### src/rtl/tester_pkg.sv
// tester_pkg
// Shared types and bus-geometry constants for the trace tester driver and
// the tester tile. Also supplies default values for the trace/MAC width
// macros when the surrounding build has not defined them.
//   op_e    : command opcode (write / read)
//   state_e : trace_tester_driver FSM states
//   BYTES   : bytes per MAC interface beat
//   L       : log2(BYTES), used to turn byte counts into beat counts

`ifndef TRACE_ADDR_W
`define TRACE_ADDR_W 32
`endif
`ifndef TRACE_SIZE_W
`define TRACE_SIZE_W 16
`endif
`ifndef MAC_INTERFACE_W
`define MAC_INTERFACE_W 256
`endif
`ifndef MAC_PADBYTES_W
`define MAC_PADBYTES_W 5
`endif

package tester_pkg;

    localparam int BYTES = `MAC_INTERFACE_W / 8;
    localparam int L     = $clog2(BYTES);

    typedef enum logic {
        OP_WRITE = 1'b0,
        OP_READ  = 1'b1
    } op_e;

    typedef enum logic [2:0] {
        IDLE,
        WR_REQ,
        WR_DATA,
        RD_REQ,
        RD_CHECK,
        DONE
    } state_e;

endpackage

### src/rtl/trace_beat_calc.sv
// trace_beat_calc
// Combinational conversion of a byte count into the number of MAC beats it
// occupies and the number of unused bytes in the final beat.
//   size     in  byte count
//   beats    out ceil(size / BYTES), one bit wider than size so the largest
//                size cannot wrap
//   padbytes out unused bytes in the final beat (0 when size is a multiple
//                of BYTES)

module trace_beat_calc
    import tester_pkg::*;
(
    input  logic [`TRACE_SIZE_W-1:0]   size,
    output logic [`TRACE_SIZE_W:0]     beats,
    output logic [`MAC_PADBYTES_W-1:0] padbytes
);

    logic [`TRACE_SIZE_W:0] size_ext;
    logic [L-1:0]           rem;

    // The pad count is (BYTES - rem) mod BYTES, which is just the L-bit
    // two's-complement negation of the remainder.
    always_comb begin
        size_ext = {1'b0, size};
        beats    = (size_ext + (`TRACE_SIZE_W+1)'(BYTES - 1)) >> L;
        rem      = size[L-1:0];
        padbytes = `MAC_PADBYTES_W'(L'(L'(0) - rem));
    end

endmodule

### src/rtl/trace_tester_driver.sv
// trace_tester_driver
// Pops commands and data lines from the trace sources, issues write
// requests with framed payload beats, issues read requests and checks every
// returned beat against the expected line from the data source.
//   clk, rst                       clock, async active-high reset
//   cmd_*                          command handshake and fields
//   src_data_*                     trace data lines (write payload or
//                                  expected read data)
//   trace_tester_tile_wr_mem_req_* write request to the tile
//   trace_tester_tile_data_*       write payload beats to the tile
//   trace_tester_tile_rd_mem_req_* read request to the tile
//   tester_tile_trace_data_*       read data beats from the tile
//   test_done/test_pass/test_timeout/err_cnt  run status

module trace_tester_driver
    import tester_pkg::*;
#(
    parameter int TIMEOUT_CYCLES = 4096,
    parameter int ERR_CNT_W      = 16
) (
    input  logic                         clk,
    input  logic                         rst,

    input  logic                         cmd_val,
    output logic                         cmd_rdy,
    input  logic                         cmd_op,
    input  logic [`TRACE_ADDR_W-1:0]     cmd_addr,
    input  logic [`TRACE_SIZE_W-1:0]     cmd_size,
    input  logic                         cmd_last,

    input  logic                         src_data_val,
    output logic                         src_data_rdy,
    input  logic [`MAC_INTERFACE_W-1:0]  src_data,

    output logic                         trace_tester_tile_wr_mem_req_val,
    output logic [`TRACE_ADDR_W-1:0]     trace_tester_tile_wr_mem_req_addr,
    output logic [`TRACE_SIZE_W-1:0]     trace_tester_tile_wr_mem_req_size,
    input  logic                         tester_tile_trace_wr_mem_req_rdy,

    output logic                         trace_tester_tile_data_val,
    output logic [`MAC_INTERFACE_W-1:0]  trace_tester_tile_data_data,
    output logic                         trace_tester_tile_data_last,
    output logic [`MAC_PADBYTES_W-1:0]   trace_tester_tile_data_padbytes,
    input  logic                         tester_tile_trace_data_rdy,

    output logic                         trace_tester_tile_rd_mem_req_val,
    output logic [`TRACE_ADDR_W-1:0]     trace_tester_tile_rd_mem_req_addr,
    output logic [`TRACE_SIZE_W-1:0]     trace_tester_tile_rd_mem_req_size,
    input  logic                         tester_tile_trace_rd_mem_req_rdy,

    input  logic                         tester_tile_trace_data_val,
    input  logic [`MAC_INTERFACE_W-1:0]  tester_tile_trace_data_data,
    input  logic                         tester_tile_trace_data_last,
    input  logic [`MAC_PADBYTES_W-1:0]   tester_tile_trace_data_padbytes,
    output logic                         trace_tester_tile_data_rdy,

    output logic                         test_done,
    output logic                         test_pass,
    output logic                         test_timeout,
    output logic [ERR_CNT_W-1:0]         err_cnt
);

    localparam int DW   = `MAC_INTERFACE_W;
    localparam int SW   = `TRACE_SIZE_W;
    localparam int WD_W = $clog2(TIMEOUT_CYCLES + 1);

    state_e                      state_q, state_d;
    logic [`TRACE_ADDR_W-1:0]    addr_q, addr_d;
    logic [SW-1:0]               size_q, size_d;
    logic                        last_q, last_d;
    logic [SW:0]                 beats_q, beats_d;
    logic [SW:0]                 beat_cnt_q, beat_cnt_d;
    logic [`MAC_PADBYTES_W-1:0]  pad_q, pad_d;
    logic [ERR_CNT_W-1:0]        err_cnt_q, err_cnt_d;
    logic [WD_W-1:0]             wd_q, wd_d;
    logic                        timeout_q, timeout_d;

    logic [SW:0]                 calc_beats;
    logic [`MAC_PADBYTES_W-1:0]  calc_pad;

    logic                        is_final;
    logic [DW-1:0]               line_mask;
    logic                        beat_err;
    logic [ERR_CNT_W-1:0]        err_cnt_inc;
    logic                        any_hs;

    trace_beat_calc u_beat_calc (
        .size     (cmd_size),
        .beats    (calc_beats),
        .padbytes (calc_pad)
    );

    // State and latched command fields.
    always_ff @(posedge clk or posedge rst) begin
        if (rst) begin
            state_q    <= IDLE;
            addr_q     <= '0;
            size_q     <= '0;
            last_q     <= 1'b0;
            beats_q    <= '0;
            beat_cnt_q <= '0;
            pad_q      <= '0;
            err_cnt_q  <= '0;
            wd_q       <= '0;
            timeout_q  <= 1'b0;
        end else begin
            state_q    <= state_d;
            addr_q     <= addr_d;
            size_q     <= size_d;
            last_q     <= last_d;
            beats_q    <= beats_d;
            beat_cnt_q <= beat_cnt_d;
            pad_q      <= pad_d;
            err_cnt_q  <= err_cnt_d;
            wd_q       <= wd_d;
            timeout_q  <= timeout_d;
        end
    end

    // Output decode, read-beat compare, next-state and watchdog.
    always_comb begin
        state_d    = state_q;
        addr_d     = addr_q;
        size_d     = size_q;
        last_d     = last_q;
        beats_d    = beats_q;
        beat_cnt_d = beat_cnt_q;
        pad_d      = pad_q;
        err_cnt_d  = err_cnt_q;
        wd_d       = wd_q;
        timeout_d  = timeout_q;

        cmd_rdy                          = 1'b0;
        src_data_rdy                     = 1'b0;
        trace_tester_tile_wr_mem_req_val = 1'b0;
        trace_tester_tile_rd_mem_req_val = 1'b0;
        trace_tester_tile_data_val       = 1'b0;
        trace_tester_tile_data_last      = 1'b0;
        trace_tester_tile_data_padbytes  = '0;
        trace_tester_tile_data_rdy       = 1'b0;

        trace_tester_tile_wr_mem_req_addr = addr_q;
        trace_tester_tile_wr_mem_req_size = size_q;
        trace_tester_tile_rd_mem_req_addr = addr_q;
        trace_tester_tile_rd_mem_req_size = size_q;
        trace_tester_tile_data_data       = src_data;

        test_done    = (state_q == DONE);
        test_pass    = (state_q == DONE) && (err_cnt_q == '0) && !timeout_q;
        test_timeout = timeout_q;
        err_cnt      = err_cnt_q;

        is_final    = (beat_cnt_q == beats_q - (SW+1)'(1));
        err_cnt_inc = (&err_cnt_q) ? err_cnt_q : err_cnt_q + ERR_CNT_W'(1);

        // The low padbytes of the final beat carry no payload, so they are
        // cleared on both sides before comparing.
        line_mask = is_final ? ({DW{1'b1}} << {pad_q, 3'b000}) : {DW{1'b1}};
        beat_err  = ((src_data & line_mask) != (tester_tile_trace_data_data & line_mask))
                  || (tester_tile_trace_data_last != is_final)
                  || (is_final && (tester_tile_trace_data_padbytes != pad_q));

        case (state_q)
            IDLE: begin
                cmd_rdy = 1'b1;
                if (cmd_val) begin
                    addr_d     = cmd_addr;
                    size_d     = cmd_size;
                    last_d     = cmd_last;
                    beats_d    = calc_beats;
                    pad_d      = calc_pad;
                    beat_cnt_d = '0;
                    if (cmd_size == '0) begin
                        err_cnt_d = err_cnt_inc;
                        state_d   = cmd_last ? DONE : IDLE;
                    end else if (op_e'(cmd_op) == OP_READ) begin
                        state_d = RD_REQ;
                    end else begin
                        state_d = WR_REQ;
                    end
                end
            end
            WR_REQ: begin
                trace_tester_tile_wr_mem_req_val = 1'b1;
                if (tester_tile_trace_wr_mem_req_rdy) begin
                    state_d = WR_DATA;
                end
            end
            WR_DATA: begin
                trace_tester_tile_data_val      = src_data_val;
                src_data_rdy                    = tester_tile_trace_data_rdy;
                trace_tester_tile_data_last     = is_final;
                trace_tester_tile_data_padbytes = is_final ? pad_q : '0;
                if (src_data_val && tester_tile_trace_data_rdy) begin
                    beat_cnt_d = beat_cnt_q + (SW+1)'(1);
                    if (is_final) begin
                        state_d = last_q ? DONE : IDLE;
                    end
                end
            end
            RD_REQ: begin
                trace_tester_tile_rd_mem_req_val = 1'b1;
                if (tester_tile_trace_rd_mem_req_rdy) begin
                    state_d = RD_CHECK;
                end
            end
            RD_CHECK: begin
                trace_tester_tile_data_rdy = src_data_val;
                src_data_rdy               = tester_tile_trace_data_val;
                if (src_data_val && tester_tile_trace_data_val) begin
                    beat_cnt_d = beat_cnt_q + (SW+1)'(1);
                    if (beat_err) begin
                        err_cnt_d = err_cnt_inc;
                    end
                    // Leave on the beat we expected to be final, whatever
                    // the tile claimed with its last flag.
                    if (is_final) begin
                        state_d = last_q ? DONE : IDLE;
                    end
                end
            end
            DONE: begin
            end
            default: begin
                state_d = IDLE;
            end
        endcase

        any_hs = (cmd_val && cmd_rdy)
              || (src_data_val && src_data_rdy)
              || (trace_tester_tile_wr_mem_req_val && tester_tile_trace_wr_mem_req_rdy)
              || (trace_tester_tile_rd_mem_req_val && tester_tile_trace_rd_mem_req_rdy)
              || (trace_tester_tile_data_val && tester_tile_trace_data_rdy)
              || (tester_tile_trace_data_val && trace_tester_tile_data_rdy);

        // Watchdog: counts stalled cycles while a transfer is in flight and
        // overrides the FSM into DONE when the budget runs out.
        if ((state_q == IDLE) || (state_q == DONE) || any_hs) begin
            wd_d = '0;
        end else if (wd_q == WD_W'(TIMEOUT_CYCLES - 1)) begin
            wd_d      = '0;
            timeout_d = 1'b1;
            state_d   = DONE;
        end else begin
            wd_d = wd_q + WD_W'(1);
        end
    end

endmodule

### config.mk
export PLATFORM = sky130hd
export DESIGN_NAME = trace_tester_driver
export DESIGN_NICKNAME = d
export VERILOG_FILES = /design/src/rtl/tester_pkg.sv /design/src/rtl/trace_beat_calc.sv /design/src/rtl/trace_tester_driver.sv
export SDC_FILE = /design/constraint.sdc
export NUM_CORES = 1
export LEC_CHECK = 0
export BUFFER_PORTS_ARGS = -buffer_cell sky130_fd_sc_hd__buf_4
export CAP_MARGIN = 20
export CORE_AREA = 10 10 368 370
export DETAILED_ROUTE_END_ITERATION = 12
export DIE_AREA = 0 0 378 380
export GPL_TIMING_DRIVEN = 1
export SYNTH_ARGS = -nofsm -noshare
export SYNTH_HDL_FRONTEND = slang
export SYNTH_SLANG_ARGS = --single-unit
### constraint.sdc
create_clock -name clk -period 10.5 [get_ports clk]
set_input_delay 1.05 -clock clk [delete_from_list [all_inputs] [get_ports clk]]
set_output_delay 1.05 -clock clk [all_outputs]
set_load 0.02 [all_outputs]
# --- Yosys cells after proc, flatten, opt, wreduce, memory -nomap -nowiden ---
# Cells that the tools add are included.
totals:
  reg_bits: 116
  output_inout_bits: 383
  inputBits: 576
  elab_cells: 101
op_classes:
  n_mux: 35
  n_bitwise: 3
  reduce_logical: 31
  add_sub_neg: 6
  eq_ne: 15
  shift: 1
op_table:
  columns: ["cell", "n"]
  rows:
  - ["$and A256 B256 Y256", 2]
  - ["$mux W256", 1]
  - ["$ne A256 B256 Y1", 1]
  - ["$shl A256 B8 Y256 const A", 1]
  - ["$mux W16", 5]
  - ["$mux W17", 3]
  - ["$pmux W17 S3", 1]
  - ["$mux W3", 11]
  - ["$logic_not A16 Y1", 2]
  - ["$pmux W16 S2", 1]
  - ["$mux W13", 2]
  - ["$pmux W3 S6", 1]
  - ["$add A16 B5 Y17 const B", 1]
  - ["$add A17 B1 Y17 const B", 1]
  - ["$eq A17 B17 Y1", 1]
  - ["$add A16 B1 Y16 const B", 1]
  - ["$reduce_and A16 Y1", 1]
  - ["$add A13 B1 Y13 const B", 1]
  - ["$eq A13 B12 Y1 const B", 1]
  - ["$sub A12 B1 Y13 const B", 1]
  - ["$logic_and A1 B1 Y1", 11]
  - ["$mux W5", 2]
  - ["$ne A2 B2 Y1 const B", 5]
  - ["$logic_or A1 B1 Y1", 9]
  - ["other kinds (17)", 25]

# --- Longest topological paths before layout ---
# Gate-level depths: netlist of the first run.
logic_depth:
  ltp_word: 11
  mapped_depth: 12
  ltp_nobuf: 11

# --- Cells and area by module ---
# Synthesis of the first run repeated with hierarchy kept, for this count alone.
unflattened:
  hier_cells: 1465
  hier_area_um2: 12031.5
by_module_without_submodules:
  columns: ["module", "n_inst", "area_per_inst_um2", "cells_each", "seq_area_each_um2"]
  rows:
  - ["trace_tester_driver", 1, 11672.4, 1415, 3027.9]
  - ["trace_beat_calc", 1, 359.1, 50, 0.0]

# --- Worst setup path after synthesis of the first run ---
# OpenSTA, ideal clock, no wires.
synth_path:
  kind: "register to output"
  start: "register beats_q[0]"
  end: "output port trace_tester_tile_data_padbytes[0]"
  path_buffers: 0
  required_ps: 9450
  arrival_time_ps: 2890
  slack_ps: 6560
  stages_incl_launch_ff: 9
  cell_sequence: "dfrtp_1 -> inv_1 -> ha_1 -> or4b_4 -> or4_1 -> a21boi_1 -> o211ai_1 -> nor3_1 -> and2_1"
synth_between:
  elab_chain_len: 4
synth_lines:
  columns: ["item", "line", "text"]
  rows:
  - ["start: declaration", "trace_tester_driver.sv:71", "logic [SW:0] beats_q, beats_d;"]
  - ["start signal: assignment", "trace_tester_driver.sv:111", "beats_q <= beats_d;"]
  - ["$sub A12 B1 Y13", "trace_tester_driver.sv:153", "is_final = (beat_cnt_q == beats_q - (SW+1)'(1));"]
  - ["$eq A17 B17 Y1", "trace_tester_driver.sv:153", null]
  - ["$mux W5", "trace_tester_driver.sv:193", "trace_tester_tile_data_padbytes = is_final ? pad_q : '0;"]
  - ["$mux W5", "trace_tester_driver.sv:163", "case (state_q)"]
  - ["end: declaration", "trace_tester_driver.sv:43", "output logic [`MAC_PADBYTES_W-1:0] trace_tester_tile_data_padbytes,"]
# No other way between the ends.

# --- Worst setup path after layout of the first run ---
layout_path:
  start: "input port src_data[184]"
  end: "register err_cnt_q[1] (netlist: err_cnt[1])"
layout_between:
  elab_chain_len: 6
layout_lines:
  columns: ["item", "line", "text"]
  rows:
  - ["start: declaration", "trace_tester_driver.sv:33", "input logic [`MAC_INTERFACE_W-1:0] src_data,"]
  - ["$and A256 B256 Y256", "trace_tester_driver.sv:159", "beat_err = ((src_data & line_mask) != (tester_tile_trace_data_data & line_mask))"]
  - ["$ne A256 B256 Y1", "trace_tester_driver.sv:159", null]
  - ["$logic_or A1 B1 Y1", "trace_tester_driver.sv:160", "|| (tester_tile_trace_data_last != is_final)"]
  - ["$logic_or A1 B1 Y1", "trace_tester_driver.sv:161", "|| (is_final && (tester_tile_trace_data_padbytes != pad_q));"]
  - ["$ne A2 B2 Y1 (no line)", null, null]
  - ["$reduce_and A5 Y1 (no line)", null, null]
  - ["end signal: assignment", "trace_tester_driver.sv:114", "err_cnt_q <= err_cnt_d;"]
  - ["end: declaration", "trace_tester_driver.sv:74", "logic [ERR_CNT_W-1:0] err_cnt_q, err_cnt_d;"]
# No other way between the ends.
# A chain may end at the register's enable or synchronous reset.

==> results of run 1 <==
[metrics by stage]
step | utilization [%] | worst slack (ns) | instances | hold WS, ns
after detailed placement | 14.3 | 5.35 | 3716 | 0.495
after floorplan | - | 6.41 | 1410 | 0.455
after global placement | 14.3 | 5.32 | 3715 | 0.479
after global routing | 14.8 | 5.59 | 3751 | 0.536
after CTS | 14.8 | 5.80 | 3748 | 0.502
final | 14.8 | 5.79 | 3754 | 0.505
[worst max-delay path, stage by stage]
cell,delay (ns)
buf_4,0.12
xnor2_1,0.54
nand4_1,0.49
o41ai_1,0.81
o2111ai_1,0.30
nor4_1,0.55
nand4b_1,0.23
a2111oi_4,0.22
buf_4,0.29
nor2_2,0.08
mux2_1,0.31
[cell usage in the layout, fill, tap and decap left out, drive strengths merged, types with 28 or more instances in the layout]
cell and n:
buf 973, xor2 217, nand2 204, dfrtp 115
xnor2 105, nor4 76, nor2 63, o21ai 45
nand4 45, inv 28
[kinds of logic after synthesis]
kind of cell | after synthesis | share of synthesized area [%]
AO/OA/AOI/OAI | 105 | 5.97
XOR/XNOR | 322 | 24.7
adder cells (fa/ha/maj) | 7 | 0.744
buffers and inverters | 367 | 22.2
flip-flops | 115 | 25.2
multiplexers | 2 | 0.186
AND/OR/NAND/NOR | 492 | 21.1
[Yosys cell counts (3+ instances only)]
master	count	area share, %
or3_1	5	0.27
nor3_1	21	0.92
a21oi_1	18	0.79
clkbuf_1	32	1.1
or2_2	4	0.22
nor4b_1	4	0.31
o41ai_1	4	0.31
xnor2_1	105	8.0
or4_1	5	0.33
a22oi_1	3	0.20
a31oi_1	3	0.16
nand2b_1	9	0.49
dfrtp_1	115	25
nor4_1	76	4.2
nand2_1	204	6.7
and2_1	7	0.38
buf_4	305	20
nor2b_1	5	0.27
o21ai_0	45	2.0
nand4_1	45	2.5
xor2_1	217	17
a211oi_1	5	0.33
inv_1	26	0.85
and3_1	8	0.44
ha_1	6	0.66
nand3_1	26	1.1
o211ai_1	3	0.20
nor2_1	62	2.0
[per-layer routing]
layer | wire (um) | vias up
met3 | 13900 | 86
met4 | 1830 | 22
met1 | 49300 | 6259
met2 | 55100 | 760
li1 | - | 5734
met5 | 149 | -
[registers in the layout (all words and copies together), names as in the netlist, 3 cells and up]
signal / count
err_cnt: 16
trace_tester_tile_rd_mem_req_addr: 32
state_q: 3
wd_q: 13
trace_tester_tile_rd_mem_req_size: 16
beat_cnt_q: 17
beats_q: 12
pad_q: 4
[report_power, final]
part | switching, mW | leakage [nW] | internal [mW]
Combinational | 1.28 | 7.08 | 0.691
Clock | 0.226 | 0.307 | 0.400
Sequential | 0.213 | 1.47 | 0.580
[worst paths after layout]
path,from,to,slack (ns),depth (start not counted)
worst min register to register,wd_q[0],wd_q[0],0.51,1
worst max register to register,beats_q[0],err_cnt[1],6.26,13
worst max-delay path,src_data[184],err_cnt[1],5.79,11
min in group asynchronous,rst,trace_tester_tile_rd_mem_req_addr[6],0.74,2
max in group asynchronous,rst,trace_tester_tile_rd_mem_req_addr[28],8.45,3
worst min-delay path,wd_q[0],wd_q[0],0.51,1
[layout make-up]
type | count | area (um2)
diodes | 5 | 12.5
fillers | 14800 | 109000
repair buffers | 973 | 7300
inverters | 26 | 100
clock buffers | 22 | 484
clock inverters | 10 | 146
multi-input cells | 928 | 6030
well taps | 1675 | 2100
flip-flops and latches | 115 | 2880
==> flow_metrics.env, run 1 <==
export IMPL_status="finished, final reports clean"
export IMPL_drc=0
export IMPL_cts_num_sinks=115
export IMPL_synthFlopType="dfrtp_1"
export IMPL_rows=132
export IMPL_leakage_nw=8.86
export IMPL_dp_hpwl_um=112000
export IMPL_met3_usage_pct=7.50
export IMPL_maxSlewHeadroom_pct=29.6
export IMPL_gr_usage_all_layers_pct=15.9
export IMPL_grt_first_pass_wirelength_um=149000
export IMPL_cp_max_fo=15
export IMPL_grt_pass1_vias=13300
export IMPL_cts_htree_levels=4
export IMPL_ys_warn_count=0
export IMPL_ys_ff_latch=115
export IMPL_cts_buffers=17
export IMPL_synth_area_mm2=0.0114
export IMPL_syn_num_nets=1992
export IMPL_critPathLaunchType="primary input"
export IMPL_grt_max_degree=73
export IMPL_synth_cell_types=62
export IMPL_hold_path_class="register to register"
export IMPL_tns_ns=0
export IMPL_tightest_slew_ns=1.05
export IMPL_power_mw=3.39
export IMPL_hold_viol_final=0
export IMPL_path_clk_slew_ns=0.06
export IMPL_finalCriticalPeriod_ns=4.71
export IMPL_fin_skew_ns=0.0189
export IMPL_yosysSeqAreaShare_pct=25.2
export IMPL_finalCritPeriodShare_pct=44.9
export IMPL_cp_end_kind="register"
export IMPL_grt_antenna_before_repair=27
export IMPL_met1_usage_pct=19.2
export IMPL_holdBufCountCts=0
export IMPL_cts_repair_resized=0
export IMPL_overflow=0
export IMPL_vias=12900
export IMPL_drive_gt1_share_pct=49.0
export IMPL_area_growth_pct=66.6
export IMPL_syn_inst=1410
export IMPL_busiest_layer="met2"
export IMPL_ant_nets=0
export IMPL_drtIter0Drc=943
export IMPL_cts_root_buf="clkbuf_16"
export IMPL_start_util_pct=8.90
export IMPL_power_density_mw_per_mm2=178
export IMPL_routedWlPerCell_um=32.0
export IMPL_io_buffers=958
export IMPL_dpl_cell_area_mm2=0.0184
export IMPL_fmax_mhz=212
export IMPL_die_width_um=378
export IMPL_tritoncts="built"
export IMPL_cts_max_path_buffers=2
export IMPL_dr_pass1_iters=7
export IMPL_setup_worst_path_class="primary input to register"
export IMPL_die_area_mm2=0.144
export IMPL_post_cts_setup_buffer_count=0
export IMPL_grt_setup_unrepaired="false"
export IMPL_clk_latency_ns=0.44
export IMPL_wl_um=120000
export IMPL_setup_viol=0
export IMPL_avgViaCountPerCell=3.43
export IMPL_gr_usage_met2_pct=25.8
export IMPL_slew_violations=0
export IMPL_peakVddDrop_v=0.000156
export IMPL_nNetsFinal=2643
export IMPL_syn_mean_instance_area_um2=8.11
export IMPL_async_reset_ff_share_pct=100
export IMPL_core_area_mm2=0.128
export IMPL_fp_dieH_um=380
export IMPL_cap_violations=0
export IMPL_synth_edf_count=0
export IMPL_ios=959
export IMPL_gp_congestion=0.958
export IMPL_crit_required_ns=10.82
export IMPL_design_area_mm2=0.0190
export IMPL_crit_arrival_ns=5.03
No activity file was read; power rests on OpenSTA's default activity.
==> inputs of run 2 (changes only) <==
- clock period: 10.5 -> 4.9 ns (I/O delays scaled with it)
==> run 2 against run 1 <==
Core utilization is 0.15 points higher. Register-to-register slack worse by 5.2 ns. Worst setup slack worse by 4.7 ns. First-iteration DRC count is 5.6% lower. Worst hold slack worse by 0.48 ns. Routed wire length is 0.72% lower. Critical endpoint unchanged.
==> flow_metrics.env, run 2 (synthesis results as in run 1) <==
export IMPL_status="finished, final reports clean"
export IMPL_power_density_mw_per_mm2=370
export IMPL_gr_usage_all_layers_pct=15.7
export IMPL_core_area_mm2=0.128
export IMPL_area_growth_pct=68.4
export IMPL_fillers=14800
export IMPL_p_comb_share_pct=57.5
export IMPL_layout_common_cells="996 x buf_4, 217 x xor2_1, 204 x nand2_1"
export IMPL_tns_ns=0
export IMPL_cp_max_fo=15
export IMPL_gp_congestion=0.966
export IMPL_path_clk_slew_ns=0.06
export IMPL_grt_pass1_vias=13400
export IMPL_cap_violations=0
export IMPL_cp_end_kind="register"
export IMPL_fin_util_pct=15.0
export IMPL_fmax_mhz=259
export IMPL_ant_nets=0
export IMPL_avgViaCountPerCell=3.43
export IMPL_cts_num_sinks=115
export IMPL_cts_htree_levels=4
export IMPL_dpl_cell_area_mm2=0.0186
export IMPL_crit_family="simple AND/OR/NAND/NOR gates"
export IMPL_cts_buffers=17
export IMPL_cts_repair_resized=0
export IMPL_critPathMaxStageDelay_ns=0.51
export IMPL_rr_endpoint="err_cnt[1]"
export IMPL_overflow=0
export IMPL_grt_setup_unrepaired="false"
export IMPL_largest_reg_flops=32
export IMPL_pwr_share_clk_pct=18.0
export IMPL_die_width_um=378
export IMPL_crit_required_ns=5.20
export IMPL_grt_first_pass_wirelength_um=148000
export IMPL_reg2reg_setup_slack_ns=1.04
export IMPL_fp_dieH_um=380
export IMPL_r2r_start="beats_q[0]"
export IMPL_drc=0
export IMPL_finalCriticalPeriod_ns=3.86
export IMPL_drive_gt1_share_pct=49.6
export IMPL_path_depth=13
export IMPL_vias=13000
export IMPL_p_int_mw=3.51
export IMPL_start_util_pct=8.90
export IMPL_cts_max_path_buffers=2
export IMPL_clk_latency_ns=0.42
export IMPL_path_cells="inv_1, ha_1, or4b_4, nor4b_2, mux2i_1, nor4_1, o211ai_1, buf_4, or3_4, a2111oi_4, buf_12, nor2_2, mux2_1"
export IMPL_drtIter0Drc=890
export IMPL_power_switching_mw=3.61
export IMPL_dp_cells=3741
export IMPL_die_area_mm2=0.144
export IMPL_dr_pass1_iters=5
export IMPL_p_sw_share_pct=50.7
export IMPL_crit_end="err_cnt[1]"
export IMPL_instances_no_fill=3782
export IMPL_ios=959
export IMPL_dp_hpwl_um=112000
export IMPL_nNetsFinal=2668
export IMPL_wl_um=119000
export IMPL_final_common_cell="buf_4"
export IMPL_setup_viol=0
export IMPL_grt_max_degree=79
export IMPL_maxSlewHeadroom_pct=8.91
export IMPL_setup_worst_path_class="register to register"
export IMPL_holdBufCountCts=0
export IMPL_leakage_nw=8.98
export IMPL_crit_arrival_ns=4.16
export IMPL_grt_antenna_before_repair=33
export IMPL_slew_violations=0
export IMPL_cp_startpoint="beats_q[0]"
export IMPL_fin_skew_ns=0.00521
export IMPL_rows=132
export IMPL_cts_root_buf="clkbuf_16"
export IMPL_critPathLaunchType="register"
export IMPL_post_cts_setup_buffer_count=0
export IMPL_io_buffers=958
export IMPL_peakVddDrop_v=0.000360
export IMPL_crit_buf_inv=3
export IMPL_hold_path_class="primary input to async pin"
export IMPL_tightest_slew_ns=1.35
export IMPL_p_seq_share_pct=24.5
export IMPL_cp_slowest_cell="or4b_4"
export IMPL_routedWlPerCell_um=31.6
export IMPL_hold_viol_final=0
export IMPL_design_area_mm2=0.0192
export IMPL_power_mw=7.12
export IMPL_tritoncts="built"
export IMPL_finalCritPeriodShare_pct=78.7
export IMPL_reg2regPathDepth=13
==> run 2: changes by cell type in the layout (fill, tap and decap cells not counted), sizes merged <==
| cell | before | now |
|---|---|---|
| buf | 973 | 998 |
| bufinv | 3 | 2 |
| clkbuf | 22 | 18 |
| clkinv | 4 | 2 |
| clkinvlp | 1 | 2 |
| diode | 5 | 8 |
| inv | 28 | 34 |
==> run 2: worst min path at each step <==
stage                       startpoint                               endpoint  slack [ns]  depth (start not counted)
final                              rst   trace_tester_tile_rd_mem_req_addr[4]        0.03                          2
after global routing               rst   trace_tester_tile_rd_mem_req_addr[5]        0.03                          2
after CTS                 cmd_addr[22]  trace_tester_tile_rd_mem_req_addr[22]        0.23                          3
after detailed placement       wd_q[0]                                wd_q[0]        0.48                          1
after global placement         wd_q[0]                                wd_q[0]        0.48                          1
after floorplan                wd_q[0]                                wd_q[0]        0.46                          1
==> run 2: final cells by class <==
type / instances / area, um2 / area share [%]
clock inverter: 14 / 168 / 0.871
tap: 1675 / 2100 / 10.9
timing repair buffer: 998 / 7520 / 39.1
inverter: 26 / 100 / 0.520
multi-input combinational: 928 / 6030 / 31.3
sequential: 115 / 2880 / 15.0
clock buffer: 18 / 429 / 2.23
antenna: 8 / 20.0 / 0.104
==> run 2: power by group through the flow <==
stage               combinational (mW)  clock [mW]  sequential, mW
floorplan                         2.02           0            1.72
global route                      4.42        1.36            1.80
detailed placement                4.22           0            1.77
CTS                               4.23        1.31            1.76
global placement                  4.21           0            1.76
finish                            4.10        1.29            1.74
==> run 2: worst register-to-register path: stages (launching register included) <==
cell	delay [ns]
dfrtp_1	0.43
inv_1	0.09
ha_1	0.21
or4b_4	0.51
nor4b_2	0.33
mux2i_1	0.16
nor4_1	0.22
o211ai_1	0.18
buf_4	0.22
or3_4	0.41
a2111oi_4	0.40
buf_12	0.20
nor2_2	0.09
mux2_1	0.31
==> run 2: stage by stage <==
step                      hold WS (ns)  setup slack [ns]
after floorplan                  0.455              1.37
after global placement           0.477             0.792
after detailed placement         0.482             0.773
after CTS                        0.229              1.01
after global routing            0.0326             0.789
final                           0.0272              1.04
==> run 2: routing by layer <==
layer  GRT usage [%]  vias to the layer above  share of wire (%)
li1                -                     5783                  -
met1            19.1                     6317                 41
met2            25.5                      790                 46
met3            7.45                       73                 12
met4            2.59                       22                1.3
met5               0                        -               0.12
